<file path="src/rtl/seg_pkg.sv">
// Shared constants and types for the four-digit segment scan controller.
// Holds the one-hot digit selects, the dark anode code and the scan state encoding.
package seg_pkg;

    localparam logic [3:0] DIG_A     = 4'h1;
    localparam logic [3:0] DIG_B     = 4'h2;
    localparam logic [3:0] DIG_C     = 4'h4;
    localparam logic [3:0] DIG_D     = 4'h8;
    localparam logic [3:0] DIG_BLANK = 4'hF;

    typedef enum logic [0:0] {
        ST_IDLE = 1'b0,
        ST_SCAN = 1'b1
    } seg_state_t;

    // Map a slot index onto its one-hot digit select
    function automatic logic [3:0] sel_of_slot(input logic [1:0] slot);
        logic [3:0] sel;
        case (slot)
            2'd0:    sel = DIG_A;
            2'd1:    sel = DIG_B;
            2'd2:    sel = DIG_C;
            2'd3:    sel = DIG_D;
            default: sel = DIG_A;
        endcase
        return sel;
    endfunction

endpackage

</file>
<file path="src/rtl/seg_prescaler.sv">
// Scan-tick generator: divides clk by TICK_DIV and flags the last count of each period.
// clr holds the count at zero so the first tick after a clear is a full period away.
module seg_prescaler #(
    parameter int TICK_DIV = 1000
) (
    input  logic clk,
    input  logic rst_n,
    input  logic clr,
    output logic tick
);

    localparam logic [15:0] CNT_LAST = 16'(TICK_DIV - 1);

    logic [15:0] r_cnt;

    // Free-running divider counter with clear
    always_ff @(posedge clk or negedge rst_n) begin
        if (!rst_n) begin
            r_cnt <= 16'd0;
        end else if (clr) begin
            r_cnt <= 16'd0;
        end else if (r_cnt == CNT_LAST) begin
            r_cnt <= 16'd0;
        end else begin
            r_cnt <= r_cnt + 16'd1;
        end
    end

    assign tick = (r_cnt == CNT_LAST);

endmodule

</file>
<file path="src/rtl/seg_scan_controller.sv">
// Multiplexed four-digit display scanner: rotates a one-hot digit select every slot,
// gates each digit with a blanked, brightness-limited on-window and drives the anodes.
module seg_scan_controller
    import seg_pkg::*;
#(
    parameter int TICK_DIV    = 1000,
    parameter int SLOT_TICKS  = 16,
    parameter int BLANK_TICKS = 1
) (
    input  logic       clk,
    input  logic       rst_n,
    input  logic       run,
    input  logic [3:0] brightness,
    input  logic [3:0] digit_en,
    output logic [3:0] select,
    output logic       enable,
    output logic [3:0] anode_n,
    output logic       frame_done
);

    localparam logic [9:0] BLANK_W = 10'(BLANK_TICKS);
    localparam logic [9:0] SLOT_W  = 10'(SLOT_TICKS);
    localparam logic [7:0] T_LAST  = 8'(SLOT_TICKS - 1);

    seg_state_t r_state, w_state_nx;
    logic [7:0] r_t, w_t_nx;
    logic [1:0] r_slot, w_slot_nx;
    logic [3:0] r_bright, w_bright_nx;
    logic [3:0] r_mask, w_mask_nx;
    logic [3:0] r_select, w_select_nx;
    logic       r_enable, w_enable_nx;
    logic       r_frame_done, w_frame_nx;
    logic [3:0] r_anode_n;
    logic       w_tick;
    logic       w_clr;

    // Ten-bit window bound so BLANK_TICKS+15 cannot overflow before the clamp
    function automatic logic lit(input logic [7:0] t, input logic [1:0] slot,
                                 input logic [3:0] br, input logic [3:0] mask);
        logic [9:0] hi;
        hi = BLANK_W + {6'd0, br};
        hi = (hi > SLOT_W) ? SLOT_W : hi;
        return mask[slot] && ({2'd0, t} >= BLANK_W) && ({2'd0, t} < hi);
    endfunction

    assign w_clr = (r_state != ST_SCAN) || !run;

    seg_prescaler #(
        .TICK_DIV (TICK_DIV)
    ) u_prescaler (
        .clk   (clk),
        .rst_n (rst_n),
        .clr   (w_clr),
        .tick  (w_tick)
    );

    // Next-state, slot rotation and registered-output precompute
    always_comb begin
        w_state_nx  = r_state;
        w_t_nx      = r_t;
        w_slot_nx   = r_slot;
        w_bright_nx = r_bright;
        w_mask_nx   = r_mask;
        w_frame_nx  = 1'b0;
        if (!run) begin
            w_state_nx = ST_IDLE;
            w_t_nx     = 8'd0;
            w_slot_nx  = 2'd0;
        end else if (r_state == ST_IDLE) begin
            w_state_nx  = ST_SCAN;
            w_t_nx      = 8'd0;
            w_slot_nx   = 2'd0;
            w_bright_nx = brightness;
            w_mask_nx   = digit_en;
        end else if (w_tick) begin
            if (r_t == T_LAST) begin
                w_t_nx      = 8'd0;
                w_slot_nx   = r_slot + 2'd1;
                w_bright_nx = brightness;
                w_mask_nx   = digit_en;
                w_frame_nx  = (r_slot == 2'd3);
            end else begin
                w_t_nx = r_t + 8'd1;
            end
        end else begin
            w_t_nx = r_t;
        end
        w_select_nx = sel_of_slot(w_slot_nx);
        w_enable_nx = (w_state_nx == ST_SCAN) && lit(w_t_nx, w_slot_nx, w_bright_nx, w_mask_nx);
    end

    // State, counters, latches and registered outputs
    always_ff @(posedge clk or negedge rst_n) begin
        if (!rst_n) begin
            r_state      <= ST_IDLE;
            r_t          <= 8'd0;
            r_slot       <= 2'd0;
            r_bright     <= 4'd0;
            r_mask       <= 4'd0;
            r_select     <= DIG_A;
            r_enable     <= 1'b0;
            r_frame_done <= 1'b0;
            r_anode_n    <= DIG_BLANK;
        end else begin
            r_state      <= w_state_nx;
            r_t          <= w_t_nx;
            r_slot       <= w_slot_nx;
            r_bright     <= w_bright_nx;
            r_mask       <= w_mask_nx;
            r_select     <= w_select_nx;
            r_enable     <= w_enable_nx;
            r_frame_done <= w_frame_nx;
            r_anode_n    <= ~(r_select & {4{r_enable}});
        end
    end

    assign select     = r_select;
    assign enable     = r_enable;
    assign anode_n    = r_anode_n;
    assign frame_done = r_frame_done;

endmodule

</file>
<file path="config.mk">
export PLATFORM = sky130hd
export DESIGN_NAME = seg_scan_controller
export DESIGN_NICKNAME = d
export VERILOG_FILES = /design/src/rtl/seg_pkg.sv /design/src/rtl/seg_prescaler.sv /design/src/rtl/seg_scan_controller.sv
export SDC_FILE = /design/constraint.sdc
export NUM_CORES = 1
export LEC_CHECK = 0
export CAP_MARGIN = 20
export CORE_MARGIN = 1.5
export CORE_UTILIZATION = 35
export CTS_CLUSTER_DIAMETER = 150
export DETAILED_ROUTE_END_ITERATION = 8
export RECOVER_POWER = 50
export SYNTH_ARGS = -nofsm -noshare
export SYNTH_HDL_FRONTEND = slang
export SYNTH_SLANG_ARGS = --single-unit
</file>
<file path="constraint.sdc">
create_clock -name clk -period 9.3 [get_ports clk]
set_input_delay 1.395 -clock clk [delete_from_list [all_inputs] [get_ports clk]]
set_output_delay 1.395 -clock clk [all_outputs]
set_load 0.05 [all_outputs]
</file>
==> impl_metrics.ini <==
[detailed_routing]
drc = 0
first_iter_violations = 67
wl_per_cell_um = 13.2
drtAntennaViolNets = 0
wirelength_um = 4300
first_pass_iters = 4
avgViaCountPerCell = 5.17
vias = 1687

[cts]
htreeDepth = 2
cts_hold_buffers = 0
cts_setup_buffers = 0
cts_resized = 0
clkTransAtPathRegs_ns = 0.09
insertion_delay_ns = 0.30
cts_tree = yes
cts-root-buf = clkbuf_8
cts_buffers = 5
cts_buffer_depth = 2
cts_sinks = 45

[sta]
min_period_ns = 4.06
setup_viol = 0
fin_setup_tns_ns = 0
maxSlewViolCount = 42
fin_skew_ns = 0.00889
fin_crit_sh_pct = 43.6
max_freq_mhz = 246
relSlewSlack_pct = -40.8
worst_pin_slew_ns = 2.11
rsz0062_at_grt = no
hold_viol_final = 0

[synthesis]
post-synth-top-count-cell = dfrtp_1
syn_area_per_cell_um2 = 10.2
synthArstFlopShare_pct = 100
yosysUniqueCellTypes = 40
yosys_warnings = 0
syn_nets = 245
syn_inst = 226
yosys.area.top_type_share_pct = 43.3
synth_enable_flop_cells = 0
synth_flop_cell = dfrtp_1
synth_top_cell_by_area = dfrtp_1
synth_common_cells = 40 x dfrtp_1, 27 x nor2_1, 23 x nand2_1
syn_area_um2 = 2310
ys_ff_latch = 45
synth-seq-area-share_pct = 49.0
synth_area_leaders = dfrtp_1 43%, dfstp_2 5.7%, nor2_1 4.4%, ha_1 4.3%, mux2_2 3.9%

[layout]
drive_gt1_share_pct = 12.0
design_area_um2 = 2690
fillCellCount = 614
area_growth_pct = 16.4
nets = 267
n_antenna_cell = 0

[floorplan]
io_pins = 21
start_util_pct = 36.4
rows = 29
die_w_um = 84.3
dieArea_um2 = 7100
core_um2 = 6350
dieHeight_um = 84.3

[run]
cap_violations = 1

[setup_path]
path_cells = dlygate4sd3_1 -> nand2_2 -> mux2_2 -> ha_1 -> o21ai_0 -> a22oi_1 -> ha_1 -> a21o_1 -> nand2_1 -> nand4b_1 -> a21oi_1 -> o211ai_1 -> a2111oi_2
end_kind = register
cpPeakStageDelay_ns = 0.60
cp.arrival_ns = 4.25
cp.buffers_inverters = 1
crit_path_frequent_cell = ha_1
cp_top_family = compound AO/OA/AOI/OAI gates
cp_slowest_cell = dlygate4sd3_1
start_kind = input pin
cp_max_fo = 14
required_ns = 9.49
path_class = input pin to register

[pwr]
comb_power_share_pct = 9.3
p_int_uw = 299
power_per_cell_area_nw_per_um2 = 146
sw_frac_of_total_pct = 23.7
p_switching_uw = 93.0
total_leakage_power_uw = 0.00110
pwr-share-clk_pct = 38.5
peakVddDrop_v = 0.0000662
seq_power_share_pct = 52.2

[place]
hpwl_um = 3130
place_area_um2 = 2570
gp_congestion = 0.772
portBuffers = 20

[global_routing]
antenna_found_initial = 0
grt_util_all_layers_pct = 12.7
grt_pass1_wl_um = 7340
first_global_vias = 1583
gr-total-overflow = 0
grt_max_degree = 46

[outcome]
run_status = complete, but fails checks
violations = capacitance limit, slew limit

[min_path]
min_path_type = register to register
==> sequential cells by signal (all words and copies together) (netlist names), 2 cells and up <==
signal and count:
r_slot 2, select 4, anode_n 4, r_mask 4, r_t 8, r_bright 4, u_prescaler.r_cnt 16
==> metrics by stage <==
stage / total power (uW) / hold WS [ns] / worst slack [ns] / util (%) / cells
2_1_floorplan: 231 / 0.448 / 5.54 / - / 226
3_3_place_gp: 245 / 0.382 / 5.10 / 40.5 / 317
3_5_place_dp: 246 / 0.383 / 5.03 / 40.5 / 317
4_1_cts: 397 / 0.397 / 5.34 / 42.3 / 325
5_1_grt: 408 / 0.430 / 5.07 / 42.4 / 326
6_report: 392 / 0.395 / 5.24 / 42.4 / 326
==> layout make-up <==
cell class	instances	area [um^2]	area share, %
repair buffers	21	198	7.35
inverters	6	22.5	0.837
flip-flops and latches	45	1130	42.1
well taps	77	96.3	3.58
multi-input cells	169	1130	41.9
clock inverters	3	46.3	1.72
clock buffers	5	68.8	2.56
==> logic make-up after synthesis <==
logic type | count (synthesis) | synth area share [%]
muxes | 17 | 8.01
adders and majority gates | 8 | 4.33
AOI/OAI and AO/OA | 21 | 5.79
xor gates and xnor gates | 18 | 6.82
and+or+nand+nor | 105 | 23.8
buffers and inverters | 12 | 2.27
DFF | 45 | 49.0
==> metal layers <==
layer	part of all wire, %	vias up	track usage [%]	wire [um]
met1	48	826	17.1	2070
met3	2.2	4	3.05	96
met2	49	22	20.1	2100
met4	0.84	0	3.87	36
met5	0	-	0	0
li1	-	835	-	-
==> final timing paths <==
path	start	endpoint	slack [ns]	cells past startpoint
max in group asynchronous	rst_n	u_prescaler.r_cnt[5]	6.10	2
max reg2reg	u_prescaler.r_cnt[0]	enable	5.44	16
min	select[3]	anode_n[3]	0.40	1
max	run	enable	5.24	13
min reg2reg	select[3]	anode_n[3]	0.40	1
min in group asynchronous	rst_n	u_prescaler.r_cnt[8]	0.94	1
==> cells in the final DEF, fill, tap and decap left out, drive strengths merged, types with 4 or more instances in the layout <==
cell	count
a21oi	7
and3	5
clkbuf	7
clkdlybuf4s50	18
dfrtp	40
dfstp	5
ha	8
inv	6
mux2	9
mux2i	8
nand2	24
nand3	13
nand4	4
nor2	28
nor3	7
o21ai	7
xnor2	9
xor2	9
==> power by group through the flow <==
stage / logic (uW) / registers [uW] / clock network, uW
floorplan: 23.3 / 207 / 0
global placement: 37.0 / 208 / 0
detailed placement: 37.2 / 209 / 0
CTS: 37.6 / 205 / 155
global route: 41.0 / 205 / 161
finish: 36.5 / 205 / 151
(Power assumes the default switching activity.)
